[config.mk]
export PLATFORM = sky130hd
export DESIGN_NAME = minmax_tracker_flat
export DESIGN_NICKNAME = d
export VERILOG_FILES = /design/src/rtl/minmax_tracker_if.sv /design/src/rtl/minmax_tracker.sv /design/src/flat_wrapper.sv
export SDC_FILE = /design/constraint.sdc
export NUM_CORES = 1
export LEC_CHECK = 0
export ABC_AREA = 1
export BUFFER_PORTS_ARGS = -buffer_cell sky130_fd_sc_hd__clkbuf_2
export CORE_ASPECT_RATIO = 1.1
export CORE_MARGIN = 2
export CORE_UTILIZATION = 41
export CTS_CLUSTER_SIZE = 10
export DETAILED_ROUTE_END_ITERATION = 10
export PLACE_DENSITY_LB_ADDON = 0.15
export SLEW_MARGIN = 25
export SYNTH_ARGS = -nofsm -noshare
export SYNTH_HDL_FRONTEND = slang
export SYNTH_SLANG_ARGS = --single-unit
[constraint.sdc]
create_clock -name CLK -period 1.6 [get_ports CLK]
set_input_delay 0.24 -clock CLK [delete_from_list [all_inputs] [get_ports CLK]]
set_output_delay 0.24 -clock CLK [all_outputs]
set_load 0.01 [all_outputs]
[src/rtl/minmax_tracker_if.sv]
// Bundles the sample input, shared comparator and frame-result handshakes of minmax_tracker.
// The slave modport is the tracker; master is the surrounding logic (source, comparator, sink).
`timescale 1ns/1ps
interface minmax_tracker_if #(
   parameter int WIDTH = 8
);
   logic             IN_VALID;
   logic             IN_READY;
   logic [WIDTH-1:0] IN_DATA;
   logic             IN_LAST;
   logic [WIDTH-1:0] CMP_A;
   logic [WIDTH-1:0] CMP_B;
   logic [1:0]       CMP_RES;
   logic             OUT_VALID;
   logic             OUT_READY;
   logic [WIDTH-1:0] OUT_MAX;
   logic [WIDTH-1:0] OUT_MIN;
   logic [7:0]       OUT_MAX_IDX;
   logic [7:0]       OUT_CNT;
   logic             ERR;

   modport slave (
      input  IN_VALID, IN_DATA, IN_LAST, CMP_RES, OUT_READY,
      output IN_READY, CMP_A, CMP_B, OUT_VALID, OUT_MAX, OUT_MIN, OUT_MAX_IDX, OUT_CNT, ERR
   );

   modport master (
      output IN_VALID, IN_DATA, IN_LAST, CMP_RES, OUT_READY,
      input  IN_READY, CMP_A, CMP_B, OUT_VALID, OUT_MAX, OUT_MIN, OUT_MAX_IDX, OUT_CNT, ERR
   );
endinterface

[src/rtl/minmax_tracker.sv]
// Frame-based running max/min tracker that time-shares one external magnitude comparator
// between the max and min updates, emitting one result word per frame.
`timescale 1ns/1ps
module minmax_tracker #(
   parameter int WIDTH     = 8,
   parameter int FRAME_LEN = 8
) (
   input logic CLK,
   input logic RST,
   minmax_tracker_if.slave bus
);
   typedef enum logic [1:0] {S_IDLE, S_CMPMAX, S_CMPMIN, S_OUT} state_t;

   localparam logic [7:0] FRAME_LEN_C = 8'(FRAME_LEN);
   localparam logic [1:0] RES_GT      = 2'd1;
   localparam logic [1:0] RES_LT      = 2'd2;
   localparam logic [1:0] RES_BAD     = 2'd3;

   state_t           state_q, state_d;
   logic [WIDTH-1:0] max_q, max_d;
   logic [WIDTH-1:0] min_q, min_d;
   logic [WIDTH-1:0] sample_q, sample_d;
   logic [7:0]       idx_q, idx_d;
   logic [7:0]       max_idx_q, max_idx_d;
   logic [7:0]       cnt_q, cnt_d;
   logic             last_q, last_d;
   logic             err_q, err_d;

   logic             in_ready;
   logic             out_valid;
   logic [WIDTH-1:0] cmp_a, cmp_b;

   // IN_READY is held low while reset is asserted even though the state is already idle.
   assign in_ready  = (state_q == S_IDLE) && !RST;
   assign out_valid = (state_q == S_OUT);

   always_comb begin
      state_d   = state_q;
      max_d     = max_q;
      min_d     = min_q;
      sample_d  = sample_q;
      idx_d     = idx_q;
      max_idx_d = max_idx_q;
      cnt_d     = cnt_q;
      last_d    = last_q;
      err_d     = err_q;
      cmp_a     = '0;
      cmp_b     = '0;

      case (state_q)
         S_IDLE: begin
            if (bus.IN_VALID && in_ready) begin
               sample_d = bus.IN_DATA;
               idx_d    = cnt_q;
               cnt_d    = cnt_q + 8'd1;
               last_d   = bus.IN_LAST || ((cnt_q + 8'd1) == FRAME_LEN_C);
               if (cnt_q == 8'd0) begin
                  // First sample seeds both extremes without touching the comparator.
                  max_d     = bus.IN_DATA;
                  min_d     = bus.IN_DATA;
                  max_idx_d = 8'd0;
                  state_d   = last_d ? S_OUT : S_IDLE;
               end else begin
                  state_d = S_CMPMAX;
               end
            end
         end
         S_CMPMAX: begin
            cmp_a = sample_q;
            cmp_b = max_q;
            if (bus.CMP_RES == RES_BAD) begin
               err_d = 1'b1;
            end else if (bus.CMP_RES == RES_GT) begin
               // Strictly greater only, so a tie keeps the earliest index.
               max_d     = sample_q;
               max_idx_d = idx_q;
            end
            state_d = S_CMPMIN;
         end
         S_CMPMIN: begin
            cmp_a = sample_q;
            cmp_b = min_q;
            if (bus.CMP_RES == RES_BAD) begin
               err_d = 1'b1;
            end else if (bus.CMP_RES == RES_LT) begin
               min_d = sample_q;
            end
            state_d = last_q ? S_OUT : S_IDLE;
         end
         S_OUT: begin
            if (bus.OUT_READY) begin
               cnt_d   = 8'd0;
               last_d  = 1'b0;
               state_d = S_IDLE;
            end
         end
         default: state_d = S_IDLE;
      endcase
   end

   always_ff @(posedge CLK or posedge RST) begin
      if (RST) begin
         state_q   <= S_IDLE;
         max_q     <= '0;
         min_q     <= '0;
         sample_q  <= '0;
         idx_q     <= 8'd0;
         max_idx_q <= 8'd0;
         cnt_q     <= 8'd0;
         last_q    <= 1'b0;
         err_q     <= 1'b0;
      end else begin
         state_q   <= state_d;
         max_q     <= max_d;
         min_q     <= min_d;
         sample_q  <= sample_d;
         idx_q     <= idx_d;
         max_idx_q <= max_idx_d;
         cnt_q     <= cnt_d;
         last_q    <= last_d;
         err_q     <= err_d;
      end
   end

   assign bus.IN_READY    = in_ready;
   assign bus.CMP_A       = cmp_a;
   assign bus.CMP_B       = cmp_b;
   assign bus.OUT_VALID   = out_valid;
   assign bus.OUT_MAX     = out_valid ? max_q : '0;
   assign bus.OUT_MIN     = out_valid ? min_q : '0;
   assign bus.OUT_MAX_IDX = out_valid ? max_idx_q : 8'd0;
   assign bus.OUT_CNT     = out_valid ? cnt_q : 8'd0;
   assign bus.ERR         = err_q;
endmodule

[src/flat_wrapper.sv]
// flat-port wrapper written by rule: the top's interface ports become plain ports
module minmax_tracker_flat 
#(
   parameter int WIDTH     = 8,
   parameter int FRAME_LEN = 8
)
  (CLK, RST, bus_IN_VALID, bus_IN_DATA, bus_IN_LAST, bus_CMP_RES, bus_OUT_READY, bus_IN_READY, bus_CMP_A, bus_CMP_B, bus_OUT_VALID, bus_OUT_MAX, bus_OUT_MIN, bus_OUT_MAX_IDX, bus_OUT_CNT, bus_ERR);
  minmax_tracker_if #(.WIDTH(WIDTH)) bus_i ();
  input logic CLK;
  input logic RST;
  input wire logic [$bits(bus_i.IN_VALID)-1:0] bus_IN_VALID;
  input wire logic [$bits(bus_i.IN_DATA)-1:0] bus_IN_DATA;
  input wire logic [$bits(bus_i.IN_LAST)-1:0] bus_IN_LAST;
  input wire logic [$bits(bus_i.CMP_RES)-1:0] bus_CMP_RES;
  input wire logic [$bits(bus_i.OUT_READY)-1:0] bus_OUT_READY;
  output wire logic [$bits(bus_i.IN_READY)-1:0] bus_IN_READY;
  output wire logic [$bits(bus_i.CMP_A)-1:0] bus_CMP_A;
  output wire logic [$bits(bus_i.CMP_B)-1:0] bus_CMP_B;
  output wire logic [$bits(bus_i.OUT_VALID)-1:0] bus_OUT_VALID;
  output wire logic [$bits(bus_i.OUT_MAX)-1:0] bus_OUT_MAX;
  output wire logic [$bits(bus_i.OUT_MIN)-1:0] bus_OUT_MIN;
  output wire logic [$bits(bus_i.OUT_MAX_IDX)-1:0] bus_OUT_MAX_IDX;
  output wire logic [$bits(bus_i.OUT_CNT)-1:0] bus_OUT_CNT;
  output wire logic [$bits(bus_i.ERR)-1:0] bus_ERR;
  assign bus_i.IN_VALID = bus_IN_VALID;
  assign bus_i.IN_DATA = bus_IN_DATA;
  assign bus_i.IN_LAST = bus_IN_LAST;
  assign bus_i.CMP_RES = bus_CMP_RES;
  assign bus_i.OUT_READY = bus_OUT_READY;
  assign bus_IN_READY = bus_i.IN_READY;
  assign bus_CMP_A = bus_i.CMP_A;
  assign bus_CMP_B = bus_i.CMP_B;
  assign bus_OUT_VALID = bus_i.OUT_VALID;
  assign bus_OUT_MAX = bus_i.OUT_MAX;
  assign bus_OUT_MIN = bus_i.OUT_MIN;
  assign bus_OUT_MAX_IDX = bus_i.OUT_MAX_IDX;
  assign bus_OUT_CNT = bus_i.OUT_CNT;
  assign bus_ERR = bus_i.ERR;
  minmax_tracker #(.WIDTH(WIDTH), .FRAME_LEN(FRAME_LEN)) u_core (.CLK(CLK), .RST(RST), .bus(bus_i));
endmodule
# Word-level counts from Yosys, hierarchy flattened
# Cells that the tools add are included.
# totals
regBits	52
input_bits	15
out_inout_bits	51
elab_cells	71
# classes
addsub	1
n_eq_ne	14
n_mux	31
reduce_logical	16
# op_table
op	n
$mux W8	17
$pmux W8 S2	5
$mux W2	5
$ne A2 B2 Y1 const B	5
$reduce_and A5 Y1	2
$add A8 B1 Y8 const B	1
$eq A2 B2 Y1 const B	4
$eq A8 B4 Y1 const B	1
$logic_not A8 Y1	1
$pmux W2 S4	1
$reduce_and A2 Y1	3
$reduce_bool A2 Y1	3
$eq A2 B1 Y1 const B	2
$ne A2 B1 Y1 const B	2
$reduce_and A3 Y1	1
$logic_and A1 B1 Y1	2
$logic_not A2 Y1	1
$mux W1	2
$pmux W1 S2	1
$reduce_or A2 Y1	1
$logic_not A1 Y1	1
$logic_or A1 B1 Y1	1

# Longest topological paths before layout
# Gate-level depths: netlist of run 1.
# depth
ltp_word	7
mapped_depth	11
ltp_nobuf	11

# Worst setup path before layout of run 1
# OpenSTA, ideal clock, no wires.
# synth_path
path_type	register to register
start	register u_core.state_q[0]
end	register u_core.min_q[0]
setup_time_ns	0.073
t_arrival_ns	1.675
required_time_ns	1.527
setup_slack_ns	-0.148
path_stages_with_launch	12
n_path_buf	1
period_less_slack_ns	1.748
path_cell_list	dfrtp_1 -> inv_1 -> ha_1 -> inv_2 -> nor2_4 -> nand2_4 -> nand2_2 -> inv_2 -> nor3_4 -> buf_6 -> nor2_1 -> a21oi_2
# synth_between
elab_chain_len	5
elab_cells_between_ends	11
cone_classes	eq/ne: 5; mux: 1; reduce/logical: 5
# synth_rtl
element	line_no	text
from (decl)	minmax_tracker.sv:19	state_t state_q, state_d;
from (signal assigned)	minmax_tracker.sv:113	state_q <= state_d;
$logic_not A2 Y1	minmax_tracker.sv:34	assign in_ready = (state_q == S_IDLE) && !RST;
$logic_and A1 B1 Y1	minmax_tracker.sv:34	
via bus_IN_READY	flat_wrapper.sv:16	output wire logic [$bits(bus_i.IN_READY)-1:0] bus_IN_READY;
$logic_and A1 B1 Y1	minmax_tracker.sv:52	if (bus.IN_VALID && in_ready) begin
$ne A2 B2 Y1 (no source line)	n/a	
$reduce_and A5 Y1 (no source line)	n/a	
to (signal assigned)	minmax_tracker.sv:115	min_q <= min_d;
to (decl)	minmax_tracker.sv:21	logic [WIDTH-1:0] min_q, min_d;
# The timed path passes the listed nets, and every way through them passes these cells.
# A chain may end at the register's enable or synchronous reset.

# Worst setup path after layout of run 1
# layout_path
start	register u_core.state_q[0]
end	output bus_CMP_B[6]
# layout_between
elab_chain_len	2
elab_cells_between_ends	3
cone_classes	eq/ne: 2; mux: 1
# layout_rtl
element	line_no	text
$eq A2 B2 Y1 / $eq A2 B1 Y1 (equally long branches)	minmax_tracker.sv:50	case (state_q)
$pmux W8 S2 *	minmax_tracker.sv:50	
to (decl)	flat_wrapper.sv:18	output wire logic [$bits(bus_i.CMP_B)-1:0] bus_CMP_B;
# Mark *: on every way between the ends. The rest lies on a longest branch, timed or not.

==> run metrics, run 1 <==
clock-pin slew on the worst setup and hold paths=0.09 ns; maximum number of pins on one net before global-route repair=37; initial DRC count=182; per-cell via count in the routed design=4.790; final WL=8063 um; commonest non-fill, non-tap cell in the layout=sky130_fd_sc_hd__nand2_1; Post-Synthesis Cells=407; critical path fanouts, max=8; P&R area growth vs syn=54.81%; height of the die=92.44 um; clock buffers created by TritonCTS=5; synthesized area per cell=7.163 um^2; number of cell instances on the worst register-to-register path=11; Clock Sinks=52; first-pass GRT wire length=12,170 um; number of filler instances in the final layout=588; std cell rows=32; clock period minus final worst setup slack=1.839 ns; core occupancy in the finished layout=0.6478; proportion of synthesized area in mux cells=0; netlist area before placement=2915 um^2; Worst Path Class, Setup=flip-flop to output pin; antenna violation net count after detailed routing=0; insertion delay of the later-clocked pin in the worst-skew pair=0.31 ns; RSZ-0062 raised after global routing=true; synthesized-area fraction occupied by adder cells=0.03004; max-cap check violation count=0; final-report setup violation count=84; Port-buffer cells=65; leftover overflow at the end of global routing=0; Worst R2R End=u_core.max_q[7]; Post-Synthesis Net Count=429; Final #Nets=537; most frequent cells in the layout=sky130_fd_sc_hd__nand2_1, sky130_fd_sc_hd__dfrtp_1, sky130_fd_sc_hd__inv_1; effective utilization at floorplan=0.4185; VDD IR-drop max=1.328 mV; combinational family with the most area after synthesis=simple AND/OR/NAND/NOR gates; largest buffer count on any clock path=2; CP Capture Type=output pin; Die ar.=7802 um^2; Hold EP=u_core.bus.ERR; Max Freq=543.7 MHz; Max-slew headroom=0.7029; H-Tree Depth=2; reg-to-reg critical path startpoint=u_core.state_q[0]; share of the clock period used by the worst path=1.149; clock root buffer=sky130_fd_sc_hd__clkbuf_8; via total after detailed routing=2,879; number of flip-flops and latches in the synthesized netlist=52; required time at the worst-slack endpoint=1.36 ns; CTS tree=yes; number of search-and-repair iterations in the first detailed-routing pass=4; initial antenna violation count=0; synthesized-area fraction occupied by ao, oa, aoi and oai cells=0.1515; actual slew at the worst max-slew pin=0.4451 ns; type of element launching the critical path=flip-flop; leakage power figure=2.546 nW; status=finished with violations; worst clock skew=0.008236 ns; startpoint of the most critical hold path=bus_CMP_RES[1]; number of global-route vias before repair=2,558; Floorplan Core Area=6967 um^2; final hold viol count=0; worst hold path class=input pin to flip-flop; remaining routing DRC violations=0; Final Max Tran Viols=0; proportion of layout cells with a drive suffix above 1=0.4419; WL per Instance=13.42 um; count of different cell masters after synthesis=24; violated checks=negative setup slack; overall die width=84.40 um; post-synthesis xor/xnor area fraction=0.006009; basic-gate share of the synthesized area counting and, or, nand and nor cells=0.2322; worst endpoint data arrival time=1.60 ns; overall fraction of global-route tracks in use=0.1944; power per standard cell area=2046 nW/um^2; final setup slack of the worst path=-0.2391 ns; worst slack after detailed placement=-0.1221 ns; Inserted Diodes=0; depth of the worst hold-timing path=2; IO Pins=66; setup slack on the worst flop-to-flop path=-0.21 ns; Final GP Congestion=0.8365; Final HPWL DP=5076 um; share of synthesized area occupied by flip-flops and latches=0.4464; Syn. warnings=0
==> worst max path at each step <==
| stage | start | end | slack [ns] | depth (start not counted) |
|---|---|---|---|---|
| floorplan | u_core.state_q[1] | u_core.min_q[0] | -0.04 | 11 |
| global placement | u_core.state_q[1] | u_core.max_q[5] | -0.04 | 8 |
| detailed placement | u_core.state_q[0] | u_core.cnt_q[2] | -0.12 | 10 |
| CTS | u_core.state_q[1] | bus_CMP_B[6] | -0.20 | 5 |
| global route | u_core.state_q[0] | bus_CMP_B[4] | -0.31 | 5 |
| finish | u_core.state_q[0] | bus_CMP_B[6] | -0.24 | 5 |
==> area by class of cell <==
| cell class | instances | area [um^2] | area share |
|---|---|---|---|
| clock buffer | 6 | 82.58 | 0.01830 |
| clock inverter | 2 | 13.76 | 0.003050 |
| inverter | 81 | 316.6 | 0.07014 |
| multi-input combinational | 256 | 1610 | 0.3568 |
| sequential | 52 | 1301 | 0.2883 |
| tap | 85 | 106.4 | 0.02357 |
| timing repair buffer | 119 | 1082 | 0.2398 |
==> power by group <==
group / leakage [nW] / internal [mW] / switching [mW] / total, mW
registers: 0.643 / 1.89 / 0.592 / 2.48
clock network: 0.0516 / 0.354 / 0.433 / 0.788
logic: 1.85 / 2.78 / 3.19 / 5.96
==> cells by family (layout without fill, tap and decap cells) <==
logic type | Yosys count | in the layout
buf+inv | 99 | 208
compound gates | 84 | 84
simple gates | 163 | 163
flops | 52 | 52
xor+xnor | 2 | 2
fa+ha+maj | 7 | 7
==> layer usage <==
metal  GRT usage  wire, um  up-vias
met4     0.04365        96        0
met3     0.03119       262        6
met2      0.3009      3954       51
met5           0         0        -
li1            -         -     1472
met1      0.2884      3750     1350
==> critical path: stages, from the launching register on <==
cell,delay [ns]
sky130_fd_sc_hd__dfrtp_1,0.40
sky130_fd_sc_hd__inv_2,0.09
sky130_fd_sc_hd__ha_4,0.30
sky130_fd_sc_hd__clkinvlp_4,0.17
sky130_fd_sc_hd__a21oi_1,0.18
sky130_fd_sc_hd__clkbuf_2,0.16
==> timing repair <==
action / 4_1_cts / 5_1_grt
hold buffers: 1 / 0
endpoints found under the hold margin: 16 / 0
setup endpoints to repair: 83 / 85
setup buffers: 7 / 6
pin swaps: 5 / 33
cloned: 3 / 5
resized for setup: 22 / 187
==> synthesized netlist by cell type (all sizes together) <==
cell type / count / share of area
inv: 81 / 0.10
ha: 7 / 0.030
a31oi: 1 / 0.0021
a21oi: 28 / 0.052
clkbuf: 12 / 0.015
dfrtp: 52 / 0.45
xnor2: 1 / 0.0030
buf: 6 / 0.014
o22ai: 4 / 0.0086
xor2: 1 / 0.0030
a31o: 1 / 0.0030
nor2: 30 / 0.041
nor3: 2 / 0.011
nand2: 113 / 0.15
nand3: 18 / 0.031
o21ai: 50 / 0.086
==> flip-flops by register name, summed over array words and instances, names as in the netlist <==
signal,flops
u_core.state_q,2
u_core.max_idx_q,8
u_core.cnt_q,8
u_core.bus.ERR,1
u_core.min_q,8
u_core.sample_q,8
u_core.last_q,1
u_core.max_q,8
u_core.idx_q,8
==> metrics by stage <==
stage	hold WS, ns	instance area, um^2	total power [mW]	instances	TNS [ns]
floorplan	0.3978	2954	4.938	407	-0.5593
global placement	0.2763	3592	6.488	576	-0.6267
detailed placement	0.2785	3592	6.550	576	-1.704
CTS	0.2042	3924	8.003	595	-7.051
global route	0.2025	4513	9.951	601	-19.19
finish	0.2045	4513	9.233	601	-13.18
Note: power is estimated with default switching activity, not from simulation.
==> run 2, diff against run 1 <==
- BUFFER_PORTS_ARGS: -buffer_cell sky130_fd_sc_hd__clkbuf_2 -> unset
- DONT_BUFFER_PORTS: unset -> 1
==> run metrics, run 2 (synthesized netlist as in run 1, its figures left out) <==
final setup slack of the worst path=-0.2418 ns; initial antenna violation count=0; required time at the worst-slack endpoint=1.36 ns; leakage power figure=2.139 nW; height of the die=92.44 um; Final #Nets=487; CP Buf/Inv Count=4; Die ar.=7802 um^2; Final HPWL DP=5002 um; commonest non-fill, non-tap cell in the layout=sky130_fd_sc_hd__nand2_1; non-filler cells in the finished layout=550; antenna violation net count after detailed routing=0; share of the clock period used by the worst path=1.151; switch share=0.4386; worst hold path class=input pin to flip-flop; worst endpoint data arrival time=1.60 ns; Worst Path Class, Setup=flip-flop to output pin; clock buffers created by TritonCTS=5; initial DRC count=191; dpl cells=523; Floorplan Core Area=6967 um^2; critical path's top delay family=buffers and inverters; remaining routing DRC violations=0; clock share of power=0.107; largest buffer count on any clock path=2; status=finished with violations; Final Max Tran Viols=0; total non-filler cell area in the finished layout=4332 um^2; worst slack after detailed placement=-0.06798 ns; max-cap check violation count=0; Max Freq=542.9 MHz; Pint=5.559 mW; RSZ-0062 raised after global routing=true; first-pass GRT wire length=13,000 um; IO Pins=66; number of search-and-repair iterations in the first detailed-routing pass=4; Post-DP Area=3395 um^2; Power Total=9.902 mW; P&R area growth vs syn=48.58%; Port-buffer cells=0; overall fraction of global-route tracks in use=0.2093; H-Tree Depth=2; std cell rows=32; insertion delay of the later-clocked pin in the worst-skew pair=0.30 ns; clock root buffer=sky130_fd_sc_hd__clkbuf_8; Clock Sinks=52; WL per Instance=15.17 um; Inserted Diodes=0; via total after detailed routing=2,758; final hold viol count=0; overall die width=84.40 um; CTS tree=yes; effective utilization at floorplan=0.4185; most frequent cells in the layout=sky130_fd_sc_hd__nand2_1, sky130_fd_sc_hd__dfrtp_1, sky130_fd_sc_hd__inv_1; leftover overflow at the end of global routing=0; biggest cell delay along the critical path=0.39 ns; actual slew at the worst max-slew pin=0.3483 ns; relative contribution of combinational cells to total power=0.649; switching power=4.342 mW; setup TNS=-10.20 ns; core occupancy in the finished layout=0.6218; critical path fanouts, max=8; CP Capture Type=output pin; clock period minus final worst setup slack=1.842 ns; Max-slew headroom=0.7653; maximum number of pins on one net before global-route repair=53; worst slack on hold paths=0.08751 ns; worst clock skew=0.007149 ns; type of element launching the critical path=flip-flop; Final GP Congestion=0.8355; per-cell via count in the routed design=5.015; violated checks=negative setup slack; fraction of power consumed by sequential logic=0.243; proportion of layout cells with a drive suffix above 1=0.4473; clock-pin slew on the worst setup and hold paths=0.10 ns; VDD IR-drop max=1.117 mV; power per standard cell area=2286 nW/um^2; number of global-route vias before repair=2,620; cell at the slowest stage of the critical path=sky130_fd_sc_hd__dfrtp_1; final-report setup violation count=82; final WL=8343 um; crit-path cells=inv_2, buf_6, ha_4, inv_1, a21oi_1, buf_4
## run 2: area by class of cell
| class | instances | area, um^2 |
|---|---|---|
| flip-flops and latches | 52 | 1301 |
| multi-input cells | 256 | 1650 |
| fillers | 622 | 2635 |
| clock inverters | 2 | 60.06 |
| well taps | 85 | 106.4 |
| inverters | 81 | 311.5 |
| repair buffers | 69 | 833.3 |
| clock buffers | 5 | 68.82 |
## run 2: power groups by stage
| stage | Sequential (mW) | Clock [mW] | Combinational, mW |
|---|---|---|---|
| after floorplan | 2.25 | 0 | 2.69 |
| after global placement | 2.30 | 0 | 4.21 |
| after detailed placement | 2.31 | 0 | 4.26 |
| after CTS | 2.29 | 1.08 | 5.37 |
| after global routing | 2.49 | 1.13 | 6.98 |
| final | 2.41 | 1.06 | 6.43 |
## run 2: routing by layer
layer  track usage  wire [um]  vias to the layer above
li1              -          -                     1371
met3       0.03030        391                        4
met1        0.2931       3746                     1308
met2        0.3459       4153                       75
met4       0.04762         52                        0
met5             0          0                        -
## run 2: repair_timing
action	in CTS	in global routing
gates cloned	6	2
setup endpoints to repair	83	101
hold endpoints to repair	52	0
hold buffers	1	0
gates resized for setup	50	126
setup buffers	8	4
pin swaps	3	15
## run 2: final timing paths
check                                   from               to  slack, ns  depth (start not counted)
setup / recovery           u_core.state_q[0]     bus_CMP_B[7]      -0.24                          6
hold / removal                bus_CMP_RES[1]   u_core.bus.ERR       0.09                          1
setup reg to reg           u_core.state_q[0]  u_core.max_q[2]      -0.21                         13
hold reg to reg              u_core.idx_q[2]  u_core.idx_q[2]       0.52                          2
max in group asynchronous                RST  u_core.max_q[5]       0.91                          3
min in group asynchronous                RST    u_core.last_q       0.44                          3
